==> src/rtl/conv_pkg.sv <==
// Shared types and helpers for the convolution output writer.
// Holds the FSM state enum and the magnitude/saturation function.
package conv_pkg;

    typedef enum logic [1:0] {
        S_IDLE,
        S_COLLECT,
        S_DRAIN,
        S_DONE
    } state_t;

    localparam logic [7:0] SAT_LIMIT = 8'd255;

    // |x| in 17 bits so -32768 maps to 32768, then clamp to one byte
    function automatic logic [7:0] mag_sat8(input logic signed [15:0] x);
        logic [16:0] mag;
        mag = x[15] ? (17'd0 - {x[15], x}) : {1'b0, x};
        if (mag > {9'd0, SAT_LIMIT}) begin
            return SAT_LIMIT;
        end
        return mag[7:0];
    endfunction

endpackage

==> src/rtl/conv_writer_fifo.sv <==
// Synchronous FIFO with registered pointers and occupancy count.
// A push while full is taken when a pop happens in the same cycle.
module sync_fifo #(
    parameter int WIDTH = 16,
    parameter int DEPTH = 4
) (
    input  logic             clk,
    input  logic             reset,
    input  logic             push,
    input  logic             pop,
    input  logic [WIDTH-1:0] wdata,
    output logic [WIDTH-1:0] rdata,
    output logic             full,
    output logic             empty
);

    localparam int AW = $clog2(DEPTH);

    logic [WIDTH-1:0] mem [DEPTH];
    logic [AW-1:0]    wr_ptr;
    logic [AW-1:0]    rd_ptr;
    logic [AW:0]      count;
    logic             do_push;
    logic             do_pop;

    assign full    = (count == (AW+1)'(DEPTH));
    assign empty   = (count == '0);
    assign do_pop  = pop && !empty;
    assign do_push = push && (!full || do_pop);
    assign rdata   = mem[rd_ptr];

    // Pointer and occupancy bookkeeping
    always_ff @(posedge clk or negedge reset) begin
        if (!reset) begin
            wr_ptr <= '0;
            rd_ptr <= '0;
            count  <= '0;
        end else begin
            if (do_push) wr_ptr <= wr_ptr + 1'b1;
            if (do_pop)  rd_ptr <= rd_ptr + 1'b1;
            unique case ({do_push, do_pop})
                2'b10:   count <= count + 1'b1;
                2'b01:   count <= count - 1'b1;
                default: count <= count;
            endcase
        end
    end

    // Storage array; contents are don't-care until written
    always_ff @(posedge clk) begin
        if (do_push) mem[wr_ptr] <= wdata;
    end

endmodule

==> src/rtl/conv_writer.sv <==
// Converts convolution results to saturated magnitudes and writes
// them to a frame buffer through a FIFO, one frame per start.
module conv_writer
    import conv_pkg::*;
#(
    parameter int IMG_W      = 3,
    parameter int IMG_H      = 3,
    parameter int ADDR_W     = 8,
    parameter int FIFO_DEPTH = 4
) (
    input  logic              clk,
    input  logic              reset,
    input  logic              start,
    input  logic [15:0]       pxl_in,
    input  logic              pxl_valid,
    output logic              mem_we,
    output logic [ADDR_W-1:0] mem_addr,
    output logic [7:0]        mem_data,
    input  logic              mem_ready,
    output logic              busy,
    output logic              done,
    output logic              overflow
);

    localparam int N  = IMG_W * IMG_H;
    localparam int CW = ADDR_W + 1;
    localparam int EW = ADDR_W + 8;

    state_t          state;
    state_t          state_nx;
    logic [CW-1:0]   cnt;
    logic            collect;
    logic            take;
    logic            last;
    logic            pop;
    logic            full;
    logic            empty;
    logic [EW-1:0]   wentry;
    logic [EW-1:0]   head;

    assign collect = (state == S_COLLECT);
    assign take    = collect && pxl_valid;
    assign last    = (cnt == CW'(N - 1));
    assign pop     = !empty && mem_ready;
    assign wentry  = {cnt[ADDR_W-1:0], mag_sat8(pxl_in)};

    assign mem_we   = !empty;
    assign mem_addr = empty ? '0 : head[EW-1:8];
    assign mem_data = empty ? '0 : head[7:0];

    sync_fifo #(
        .WIDTH (EW),
        .DEPTH (FIFO_DEPTH)
    ) u_fifo (
        .clk   (clk),
        .reset (reset),
        .push  (take),
        .pop   (pop),
        .wdata (wentry),
        .rdata (head),
        .full  (full),
        .empty (empty)
    );

    // State register
    always_ff @(posedge clk or negedge reset) begin
        if (!reset) state <= S_IDLE;
        else        state <= state_nx;
    end

    // Next-state and status outputs
    always_comb begin
        state_nx = state;
        busy     = 1'b0;
        done     = 1'b0;
        unique case (state)
            S_IDLE: begin
                if (start) state_nx = S_COLLECT;
            end
            S_COLLECT: begin
                busy = 1'b1;
                if (take && last) state_nx = S_DRAIN;
            end
            S_DRAIN: begin
                busy = 1'b1;
                if (empty) state_nx = S_DONE;
            end
            S_DONE: begin
                done     = 1'b1;
                state_nx = S_IDLE;
            end
            default: state_nx = S_IDLE;
        endcase
    end

    // Sample counter; dropped samples still advance it
    always_ff @(posedge clk or negedge reset) begin
        if (!reset) begin
            cnt <= '0;
        end else if (state == S_IDLE && start) begin
            cnt <= '0;
        end else if (take) begin
            cnt <= cnt + 1'b1;
        end
    end

    // Sticky drop flag, cleared when a frame is armed
    always_ff @(posedge clk or negedge reset) begin
        if (!reset) begin
            overflow <= 1'b0;
        end else if (state == S_IDLE && start) begin
            overflow <= 1'b0;
        end else if (take && full && !pop) begin
            overflow <= 1'b1;
        end
    end

endmodule

==> config.mk <==
export PLATFORM = sky130hd
export DESIGN_NAME = conv_writer
export DESIGN_NICKNAME = d
export VERILOG_FILES = /design/src/rtl/conv_pkg.sv /design/src/rtl/conv_writer_fifo.sv /design/src/rtl/conv_writer.sv
export SDC_FILE = /design/constraint.sdc
export NUM_CORES = 1
export LEC_CHECK = 0
export CORE_UTILIZATION = 36
export DETAILED_ROUTE_END_ITERATION = 12
export HOLD_SLACK_MARGIN = 0.1
export SYNTH_ARGS = -nofsm -noshare
export SYNTH_HDL_FRONTEND = slang
export SYNTH_SLANG_ARGS = --single-unit
==> constraint.sdc <==
create_clock -name clk -period 5.65 [get_ports clk]
set_input_delay 0.8475 -clock clk [delete_from_list [all_inputs] [get_ports clk]]
set_output_delay 0.8475 -clock clk [all_outputs]
set_load 0.01 [all_outputs]
==> impl_metrics.json, run 1 <==
{
  "status": "completed",
  "ys_ff_latch": 83,
  "ys_types": 48,
  "synth_top_family_by_area": "simple AND/OR/NAND/NOR gates",
  "post_drt_wl_per_cell_um": 16.4,
  "worstSkewPairLatency_ns": 0.35,
  "nets": 356,
  "wl_mm": 7.66,
  "setup_tns_ns": 0,
  "fin_crit_sh_pct": 60.5,
  "h-tree-depth": 3,
  "dp_cells": 451,
  "maxSlewViolCount": 0,
  "fillers": 1002,
  "crit_fanout": 11,
  "hold_class": "flop to flop",
  "die_h_um": 107,
  "final_common_cell": "edfxtp_1",
  "io_pins": 41,
  "core_area_um2": 10800,
  "cts_sinks": 83,
  "drive_gt1_share_pct": 11.9,
  "synth_edf_count": 64,
  "dieArea_um2": 11500,
  "synthAdderAreaFrac_pct": 4.27,
  "synthXorXnorAreaFrac_pct": 3.95,
  "synthMuxAreaShare_pct": 9.03,
  "power.leakage_nw": 1.65,
  "final_cell_mix": "edfxtp_1, clkdlybuf4s50_1, and2_1",
  "cts.clk_slew.worst_paths_ns": 0.08,
  "min_from": "overflow$_DFFE_PN0P_",
  "cts_root_buffer": "clkbuf_8",
  "maxCapViolations": 0,
  "async_flop_share_pct": 22.9,
  "syn_area_um2": 3990,
  "worst_ep_arrival_time_ns": 2.57,
  "ys.flop_type": "edfxtp_1",
  "ff2ff_path_depth": 7,
  "synth-simple-area-share_pct": 12.6,
  "grt.overflow.total": 0,
  "viasPerCell": 5.09,
  "hold_buffers": 0,
  "start_util_pct": 36.8,
  "row_count": 38,
  "netlist_instances": 285,
  "hold_path_end": "overflow$_DFFE_PN0P_",
  "cts_tree": "yes",
  "slew_headroom_pct": 38.4,
  "via_count": 2376,
  "hold_violations": 0,
  "synth.area.top_cells": "edfxtp_1, dfrtp_1, mux4_2",
  "holdPathStages": 2,
  "postRouteAntennaNets": 0,
  "drc": 0,
  "antenna_found_initial": 0,
  "finalCriticalPeriod_ns": 3.42,
  "avgSynthCellArea_um2": 14.0,
  "grt_pass1_wl_mm": 12.6,
  "cp.required_ns": 4.80,
  "globalplace.congestion": 0.751,
  "grt_usage_pct": 14.6,
  "area_growth_pct": 18.6,
  "critPathKind": "flop to primary output",
  "syn-num-nets": 319,
  "end_kind": "primary output",
  "first_global_vias": 2382,
  "r2r-end": "u_fifo.count[2]$_DFFE_PN0P_",
  "synth_seq_area_share_pct": 60.1,
  "clock_path_buffers": 2,
  "vdd_drop_max_uv": 208,
  "fin_cells": 467,
  "synth-compound-area-share_pct": 6.90,
  "ff2ff_setup_slack_ns": 3.14,
  "yosys_warnings": 0,
  "numCtsBuffers": 9,
  "grt_start_max_net_pins": 20,
  "whs_ns": 0.524,
  "max_clock_freq_ghz": 0.292,
  "postCtsSetupBuffers": 0,
  "synth_top_area_share_pct": 48.2,
  "cellPowerDensity_nw_per_um2": 437,
  "diodes": 0,
  "io_buffers": 40,
  "skew_ns": 0.00711,
  "reg2reg_from": "u_fifo.count[0]$_DFFE_PN0P_",
  "worstMarginPinSlew_ns": 0.921,
  "hpwl_mm": 5.09,
  "die_w_um": 107,
  "finalSetupViolations": 0,
  "rsz0062_at_grt": "false",
  "cts_resized": 0,
  "drtPass1Iterations": 4,
  "drt_iter0_drc": 121,
  "synth_top_cell_by_area": "edfxtp_1",
  "startpoint_type": "flop"
}
cell type report:
class	count	area, um2	share of cell area [%]
clock buffer	10	138	2.91
timing repair buffer	41	408	8.62
clock inverter	6	93.8	1.98
multi-input combinational	173	1470	31.0
inverter	14	52.6	1.11
tap	140	175	3.70
sequential	83	2400	50.7
worst max-delay path: stages (launching register included):
cell	delay (ns)
dfrtp_1	0.67
buf_4	0.36
mux4_2	0.55
and2_1	0.17
clkdlybuf4s50_1	0.47
where the power goes:
group / internal [mW] / switching (mW)
clock network: 0.265 / 0.214
logic: 0.412 / 0.330
registers: 0.750 / 0.0952
total: 1.43 / 0.640
through the flow:
stage	cell area (um2)	utilization (%)	setup slack (ns)	total power, mW
finish	4730	43.7	2.23	2.07
global placement	4500	41.5	2.34	1.60
global route	4730	43.7	2.08	2.19
CTS	4730	43.7	2.14	2.10
floorplan	3990	-	2.92	1.29
detailed placement	4500	41.5	2.18	1.61
per-layer routing:
layer / routed length (um) / up-vias / share of wire [%] / GRT usage (%)
li1: - / 1144 / - / -
met2: 3710 / 41 / 48 / 23.4
met1: 3660 / 1189 / 48 / 19.8
met3: 252 / 2 / 3.3 / 3.93
met5: 0 / - / 0 / 0
met4: 37 / 0 / 0.48 / 3.82
Yosys cell counts (2+ instances only):
library cell   n
nand2_1       15
nand3_1        9
xnor2_1        7
nor4b_1        2
nor2_1        14
buf_1          2
mux4_2        16
inv_1         14
a31oi_1        2
dfrtp_1       19
or4_1          3
nor3_1         2
buf_2          6
o311ai_0       2
o211ai_1       2
nand4_1        3
ha_1          12
o31ai_1        2
nor4_1         4
clkbuf_1       6
a2111o_1       2
o2111ai_1      2
xor2_1        11
or3_1          5
edfxtp_1      64
o21ai_0       10
and2_1        22
a21oi_1        7
kinds of logic after synthesis:
| logic type | Yosys count |
|---|---|
| AOI/OAI and AO/OA | 37 |
| xor gates and xnor gates | 18 |
| adders and majority gates | 13 |
| buffers and inverters | 29 |
| DFF | 83 |
| muxes | 16 |
| and+or+nand+nor | 89 |
sequential cells by signal (all words and copies together), names as in the netlist:
name / count
u_fifo.mem: 64
cnt: 9
u_fifo.count: 3
state: 2
u_fifo.rd_ptr: 2
u_fifo.wr_ptr: 2
overflow: 1
how the worst max path moves through the flow:
stage                                            start                          to  slack (ns)  depth (start not counted)
after floorplan                              pxl_in[0]  u_fifo.mem[0][1]$_DFFE_PP_        2.92                          8
after global placement                      pxl_in[15]  u_fifo.mem[2][1]$_DFFE_PP_        2.34                          6
after detailed placement                     pxl_in[0]  u_fifo.mem[1][2]$_DFFE_PP_        2.18                          8
after CTS                 u_fifo.rd_ptr[0]$_DFFE_PN0P_                 mem_data[4]        2.14                          4
after global routing      u_fifo.rd_ptr[0]$_DFFE_PN0P_                 mem_data[4]        2.08                          4
final                     u_fifo.rd_ptr[0]$_DFFE_PN0P_                 mem_data[4]        2.23                          4
Note: power is estimated with default switching activity, not from simulation.
==> run 2, diff against run 1 <==
==> constraint.sdc (replaced) <==
create_clock -name clk -period 2.7 [get_ports clk]
set_input_delay 0.405 -clock clk [delete_from_list [all_inputs] [get_ports clk]]
set_output_delay 0.405 -clock clk [all_outputs]
set_load 0.01 [all_outputs]
==> impl_metrics.json, run 2 (synthesis results as in run 1) <==
{
  "largest_register_ffs": 64,
  "cts_tree": "yes",
  "viasPerCell": 4.97,
  "postLayoutCoreUtil_pct": 46.0,
  "max_clock_freq_ghz": 0.390,
  "grt_usage_pct": 14.8,
  "largestRegisters": "u_fifo.mem x64, cnt x9, u_fifo.count x3",
  "via_count": 2479,
  "h-tree-depth": 3,
  "hold_class": "input pin to async pin",
  "netSwitchingFraction_pct": 31.6,
  "drt_iter0_drc": 97,
  "cts_resized": 0,
  "clock_path_buffers": 2,
  "crit_chain": "or3_1 -> buf_4 -> and2_1 -> clkdlybuf4s50_1",
  "vdd_drop_max_uv": 452,
  "final_common_cell": "edfxtp_1",
  "core_area_um2": 10800,
  "power_mw": 4.31,
  "hold_buffers": 0,
  "dieArea_um2": 11500,
  "pwr-share-comb_pct": 39.9,
  "hpwl_mm": 5.34,
  "power.leakage_nw": 1.80,
  "rsz0062_at_grt": "false",
  "row_count": 38,
  "design_area_um2": 4980,
  "io_pins": 41,
  "numCtsBuffers": 9,
  "final_cell_mix": "edfxtp_1, clkdlybuf4s50_1, buf_4",
  "grt_pass1_wl_mm": 12.8,
  "maxCapViolations": 0,
  "globalplace.congestion": 0.820,
  "place_area_um2": 4780,
  "die_h_um": 107,
  "io_buffers": 40,
  "grt.overflow.total": 0,
  "internal-power_mw": 2.95,
  "postRouteAntennaNets": 0,
  "maxSlewViolCount": 0,
  "cp.required_ns": 2.30,
  "cts_sinks": 83,
  "die_w_um": 107,
  "nets": 388,
  "start_util_pct": 36.8,
  "finalSetupViolations": 0,
  "cts.clk_slew.worst_paths_ns": 0.09,
  "fin_crit_sh_pct": 95.0,
  "cp_slowest_cell": "or3_1",
  "largest-register": "u_fifo.mem",
  "first_global_vias": 2597,
  "slew_headroom_pct": 67.0,
  "finalCriticalPeriod_ns": 2.56,
  "wl_mm": 7.58,
  "grt_start_max_net_pins": 20,
  "skew_ns": 0.0143,
  "critPathKind": "flop to primary output",
  "end_kind": "primary output",
  "cellPowerDensity_nw_per_um2": 865,
  "cp_slowest_stage_delay_ns": 0.51,
  "pwr-share-seq_pct": 38.9,
  "drtPass1Iterations": 4,
  "switchingPower_mw": 1.36,
  "worst_ep_arrival_time_ns": 2.16,
  "antenna_found_initial": 0,
  "startpoint_type": "flop",
  "area_growth_pct": 25.0,
  "worstSkewPairLatency_ns": 0.36,
  "diodes": 0,
  "drc": 0,
  "drive_gt1_share_pct": 19.8,
  "hold_violations": 0,
  "post_drt_wl_per_cell_um": 15.2,
  "cts_root_buffer": "clkbuf_8",
  "crit_fanout": 13,
  "path_buf_inv": 2,
  "clkPwrFrac_pct": 21.2,
  "worstMarginPinSlew_ns": 0.495,
  "status": "completed",
  "postCtsSetupBuffers": 0,
  "path_delay_family": "buffers and inverters"
}
-- run 2: final timing paths --
| check | startpoint | to | slack (ns) | cells past startpoint |
|---|---|---|---|---|
| min reg2reg | overflow$_DFFE_PN0P_ | overflow$_DFFE_PN0P_ | 0.52 | 2 |
| max reg2reg | u_fifo.count[0]$_DFFE_PN0P_ | u_fifo.count[2]$_DFFE_PN0P_ | 0.49 | 7 |
| max in group asynchronous | reset | cnt[8]$_DFFE_PN0P_ | 2.09 | 2 |
| max | u_fifo.count[0]$_DFFE_PN0P_ | mem_data[7] | 0.14 | 4 |
| min | reset | cnt[7]$_DFFE_PN0P_ | 0.39 | 2 |
| min in group clk | overflow$_DFFE_PN0P_ | overflow$_DFFE_PN0P_ | 0.52 | 2 |
-- run 2: through the flow --
step / TNS [ns] / cells / setup slack (ns) / hold WS [ns]
after global placement: -0.114 / 483 / -0.0269 / 0.492
after global routing: 0 / 499 / 0.00296 / 0.395
after CTS: 0 / 499 / 0.0825 / 0.388
final: 0 / 499 / 0.135 / 0.385
after detailed placement: -1.71 / 483 / -0.106 / 0.498
after floorplan: 0 / 285 / 0.416 / 0.109
-- run 2: power by group through the flow --
stage | sequential (mW) | clock, mW | combinational [mW]
after floorplan | 1.67 | 0 | 1.04
after detailed placement | 1.71 | 0 | 1.76
after CTS | 1.68 | 0.939 | 1.77
after global routing | 1.70 | 0.988 | 1.92
after global placement | 1.70 | 0 | 1.74
final | 1.68 | 0.915 | 1.72
-- run 2: layer usage --
layer  GRT usage [%]  share of wire, %  vias up
met1            18.9                46     1220
met3            3.81               3.4        8
met4            4.11               1.2        0
met2            25.0                49       41
met5               0                 0        -
li1                -                 -     1210
-- run 2: layout make-up --
cell class                      count  area, um2
Inverter                           14       52.6
Sequential cell                    83       2400
Timing Repair Buffer               73        686
Clock inverter                      7       82.6
Clock buffer                        9        124
Multi-Input combinational cell    173       1470
Tap cell                          140        175
Fill cell                        1003       5860
-- run 2: worst register-to-register path: stages (launching register included) --
cell	delay [ns]
dfrtp_1	0.44
or3_1	0.31
and2_0	0.34
nand2_1	0.11
fa_1	0.40
nor4_1	0.29
a31oi_1	0.09
xnor2_1	0.14
